==> config.mk <==
export PLATFORM = sky130hd
export DESIGN_NAME = pci_int_arbiter
export DESIGN_NICKNAME = d
export VERILOG_FILES = /design/src/rtl/pci_int_arbiter_pkg.sv /design/src/rtl/pci_rr_pick.sv /design/src/rtl/pci_int_arbiter.sv
export SDC_FILE = /design/constraint.sdc
export NUM_CORES = 1
export LEC_CHECK = 0
export ABC_AREA = 1
export CORE_MARGIN = 2
export CORE_UTILIZATION = 51
export DETAILED_ROUTE_END_ITERATION = 6
export HOLD_SLACK_MARGIN = 0.02
export PLACE_DENSITY_LB_ADDON = 0.12
export SLEW_MARGIN = 0
export SYNTH_ARGS = -nofsm -noshare
export SYNTH_HDL_FRONTEND = slang
export SYNTH_HIERARCHICAL = 1
export SYNTH_SLANG_ARGS = --single-unit
export TNS_END_PERCENT = 5
==> constraint.sdc <==
create_clock -name clk -period 2.06 [get_ports clk]
set_clock_uncertainty 0.05 [all_clocks]
set_input_delay 0.309 -clock clk [delete_from_list [all_inputs] [get_ports clk]]
set_output_delay 0.309 -clock clk [all_outputs]
set_load 0.01 [all_outputs]
==> src/rtl/pci_int_arbiter_pkg.sv <==
// Shared definitions for the PCI interrupt arbiter: FSM state encodings.
package pci_int_arbiter_pkg;

  typedef enum logic [1:0] {
    StIdle  = 2'd0,
    StIssue = 2'd1,
    StHold  = 2'd2
  } arb_state_e;

endpackage

==> src/rtl/pci_rr_pick.sv <==
// Combinational round-robin picker: lowest request at or above ptr, else lowest overall.
module pci_rr_pick #(
  parameter int unsigned COUNT      = 16,
  parameter int unsigned COUNT_BITS = 4
) (
  input  logic [COUNT-1:0]      req,
  input  logic [COUNT_BITS-1:0] ptr,
  output logic                  found,
  output logic [COUNT_BITS-1:0] idx
);

  logic                  upper_found;
  logic [COUNT_BITS-1:0] upper_idx;
  logic [COUNT_BITS-1:0] lower_idx;

  always_comb begin
    found       = 1'b0;
    upper_found = 1'b0;
    upper_idx   = '0;
    lower_idx   = '0;
    // Scan downward so the last hit in each class is the lowest index.
    for (int i = int'(COUNT) - 1; i >= 0; i--) begin
      if (req[i]) begin
        found     = 1'b1;
        lower_idx = COUNT_BITS'(i);
        if (i >= int'(ptr)) begin
          upper_found = 1'b1;
          upper_idx   = COUNT_BITS'(i);
        end
      end
    end
    idx = upper_found ? upper_idx : lower_idx;
  end

endmodule

==> src/rtl/pci_int_arbiter.sv <==
// Interrupt event collector and round-robin issuer towards the MSI sender, with holdoff.
module pci_int_arbiter
  import pci_int_arbiter_pkg::*;
#(
  parameter int unsigned COUNT        = 16,
  parameter int unsigned COUNT_BITS   = 4,
  parameter int unsigned HOLDOFF_BITS = 16
) (
  input  logic                    clk,
  input  logic                    rst_n,
  input  logic [COUNT-1:0]        int_req,
  input  logic [COUNT-1:0]        int_mask,
  input  logic                    int_en,
  input  logic [HOLDOFF_BITS-1:0] holdoff,
  output logic [COUNT_BITS-1:0]   m_int_data,
  output logic                    m_int_valid,
  input  logic                    m_int_ready,
  output logic [COUNT-1:0]        int_pending
);

  arb_state_e              state_q;
  logic [COUNT-1:0]        pending_q;
  logic [COUNT-1:0]        pending_d;
  logic [COUNT-1:0]        eligible;
  logic [COUNT-1:0]        grant_clr;
  logic [COUNT_BITS-1:0]   ptr_q;
  logic [COUNT_BITS-1:0]   ptr_inc;
  logic [COUNT_BITS-1:0]   data_q;
  logic [COUNT_BITS-1:0]   pick_idx;
  logic                    pick_found;
  logic                    valid_q;
  logic                    handshake;
  logic [HOLDOFF_BITS-1:0] cnt_q;

  assign handshake = valid_q & m_int_ready;
  assign eligible  = int_en ? (pending_q & ~int_mask) : '0;

  always_comb begin
    grant_clr = '0;
    if (handshake) grant_clr[data_q] = 1'b1;
    // A pulse on the source being acknowledged survives the clear, so it is reissued.
    pending_d = (pending_q & ~grant_clr) | int_req;
    ptr_inc   = (data_q == COUNT_BITS'(COUNT - 1)) ? '0 : data_q + COUNT_BITS'(1);
  end

  pci_rr_pick #(
    .COUNT      (COUNT),
    .COUNT_BITS (COUNT_BITS)
  ) u_pick (
    .req   (eligible),
    .ptr   (ptr_q),
    .found (pick_found),
    .idx   (pick_idx)
  );

  always_ff @(posedge clk or negedge rst_n) begin
    if (!rst_n) begin
      state_q   <= StIdle;
      pending_q <= '0;
      ptr_q     <= '0;
      data_q    <= '0;
      valid_q   <= 1'b0;
      cnt_q     <= '0;
    end else begin
      pending_q <= pending_d;
      unique case (state_q)
        StIdle: begin
          if (pick_found) begin
            data_q  <= pick_idx;
            valid_q <= 1'b1;
            state_q <= StIssue;
          end
        end
        StIssue: begin
          if (m_int_ready) begin
            valid_q <= 1'b0;
            ptr_q   <= ptr_inc;
            if (holdoff != '0) begin
              cnt_q   <= holdoff;
              state_q <= StHold;
            end else begin
              state_q <= StIdle;
            end
          end
        end
        StHold: begin
          cnt_q <= cnt_q - HOLDOFF_BITS'(1);
          if (cnt_q <= HOLDOFF_BITS'(1)) state_q <= StIdle;
        end
        default: state_q <= StIdle;
      endcase
    end
  end

  assign m_int_data  = data_q;
  assign m_int_valid = valid_q;
  assign int_pending = pending_q;

endmodule

==> impl_metrics.tcl <==
set metrics [dict create \
    drt-initial-drc-count 185 \
    setup_viol 0 \
    fin_crit_sh_pct 93.97 \
    tns_ps 0 \
    wl_per_cell_um 14.75 \
    tightest_slew_ps 579.2 \
    hold_ws_ps 34.69 \
    cts-root-buf "clkbuf_8" \
    nFillCells 501 \
    yosysUniqueCellTypes 43 \
    clkTransAtPathRegs_ps 90 \
    peakVddDrop_uv 682.7 \
    cp_top_family "simple AND/OR/NAND/NOR gates" \
    ant_nets 0 \
    synth_area_mm2 0.003239 \
    synth_top_cell_area_share_pct 33.22 \
    grt_max_degree 44 \
    rows 29 \
    fin_total_pwr_mw 4.954 \
    worstPathCellList "nor2_1, buf_4, nor2_2, nor3_4, nor2_1, nand2_1, or2_4, nor2_4, nand3_2, o22ai_2, nor2_1, a21oi_1" \
    cp_slowest_cell "dfrtp_1" \
    hold_viol 0 \
    hold_path.class "input pin to asynchronous set/reset pin" \
    ys_seq_area_share_pct 33.22 \
    area_growth_pct 40.94 \
    maxCapViolCount 0 \
    vias_per_cell 5.350 \
    drtPass1Iterations 6 \
    layoutNonFillerInstCount 663 \
    ys.flop_type "dfrtp_1" \
    cts_tree "built" \
    synthTopCellsByArea "dfrtp_1, nand2_1, nor2_1" \
    crit_type "register to register" \
    status "finished, final reports clean" \
    start_util_pct 51.90 \
    gp_congestion 0.9454 \
    chipWidth_um 83.70 \
    insertedDiodeCount 0 \
    chipHeight_um 83.70 \
    yosys.area.top_type "dfrtp_1" \
    period_needed_ps 1936 \
    routed_wl_mm 9.780 \
    placed_cell_area_mm2 0.004280 \
    ys_seq_elements 43 \
    grt_pass1_vias 3488 \
    htreeDepth 2 \
    vias 3547 \
    slew_violations 0 \
    crit_path_start_kind "register" \
    synth.most_common_cell "nand2_1" \
    ys_warn_count 6 \
    coreArea_mm2 0.006241 \
    cp_data_required_time_ps 2240 \
    design_area_mm2 0.004566 \
    powerDensity_mw_per_mm2 1085 \
    hpwl_mm 7.516 \
    final_nets 643 \
    fmax_mhz 516.6 \
    syn_avg_cell_area_um2 6.907 \
    clock_path_buffers 2 \
    grt_first_pass_wirelength_mm 16.44 \
    cts_buffers 5 \
    yosys-top-cells-count "nand2_1, nor2_1, inv_1" \
    drive_gt1_share_pct 23.04 \
    cts_sinks 43 \
    placed_cells 648 \
    path_max_fanout 4 \
    synth-edff-count 0 \
    critPathMostFrequentCell "nor2_1" \
    grt_overflow 0 \
    io_buffers 72 \
    drc 0 \
    insertion_delay_ps 300 \
    crit_path_max_incr_delay_ps 430 \
    grt.total_usage_pct 28.95 \
    cp.buffers_inverters 1 \
    ios 73 \
    p_leak_nw 2.280 \
    dieArea_mm2 0.007005 \
    syn-num-nets 527 \
    antenna_found_initial 0 \
    netlist_instances 469 \
    relSlewSlack_pct 61.39 \
    end_kind "register" \
    async_reset_ff_share_pct 100.0 \
    arrival_ps 2110 \
]
==> worst register-to-register path, delay by kind of cell, from the launching register on <==
family	cells	cell delay, ps
compound gates	2	260
buf+inv	1	160
flops	1	430
simple gates	9	950
==> logic make-up (layout without fill, tap and decap cells) <==
kind of cell	after synthesis	in the layout	synth area share (%)
simple gates	283	283	41.25
buf+inv	72	189	9.038
compound gates	60	60	12.67
flops	43	43	33.22
fa+ha+maj	6	6	2.317
xor+xnor	3	3	0.8113
mux	2	2	0.6952
==> power breakdown <==
part	switching, mW	internal [mW]	leakage, nW	total (mW)
clock network	0.313	0.307	0.0515	0.620
registers	0.392	1.15	0.460	1.54
logic	1.63	1.17	1.77	2.80
total	2.33	2.62	2.28	4.95
==> state kept, by name, summed over array words and instances (netlist names) <==
name / cells
state_q: 2
int_pending: 16
m_int_data: 4
cnt_q: 16
m_int_valid: 1
ptr_q: 4
==> placed cells by master (no fill, tap or decap), drive strengths merged, types with 2 or more instances in the layout <==
cell type	Yosys	layout
nand4	4	4
buf	6	45
dfrtp	43	43
nor2	81	81
o21bai	16	16
xor2	2	2
nand3b	3	3
nand2	123	123
or2	2	2
inv	65	64
o21ai	27	27
a21boi	2	2
nand3	49	49
clkbuf	1	9
ha	6	6
a21oi	6	6
nor3	19	19
clkdlybuf4s50	0	69
mux2	2	2
==> metrics by stage <==
stage               util, %  setup WS (ps)
finish                73.16          124.2
global route          73.16         -41.42
CTS                   71.75          16.98
detailed placement    68.58         -580.7
global placement      68.58         -560.6
floorplan                 -          119.1
==> routing by layer <==
metal | up-vias | part of all wire, % | GRT usage [%]
met3 | 21 | 4.6 | 3.363
met4 | 0 | 2.6 | 8.358
met1 | 1669 | 41 | 36.17
met5 | - | 0 | 0
li1 | 1749 | - | -
met2 | 108 | 52 | 52.44
==> path summary, 6_finish.rpt <==
kind	from	to	slack (ps)	depth (start not counted)
worst max register to register	ptr_q[0]	m_int_data[2]	120	12
max in group asynchronous	rst_n	ptr_q[2]	1490	2
worst min register to register	m_int_valid	m_int_valid	510	2
worst min-delay path	rst_n	cnt_q[0]	30	2
min in group clk	int_req[15]	int_pending[15]	490	3
worst max-delay path	ptr_q[0]	m_int_data[2]	120	12
==> layout make-up <==
class	instances	area (um2)	share of cell area (%)
multi-input combinational	354	1994	43.68
sequential	43	1080	23.65
timing repair buffer	116	1047	22.94
inverter	65	247.7	5.426
clock buffer	8	100.1	2.192
tap	77	96.34	2.110
==> repair_timing <==
item | CTS | global route
endpoints found under the setup margin | 6 | 4
resized for setup | 19 | 19
buffers inserted | 2 | 5
pin swaps | 0 | 6
hold endpoints to repair | 0 | 0
hold buffers | 0 | 0
Power figures use the tool's default switching activity.
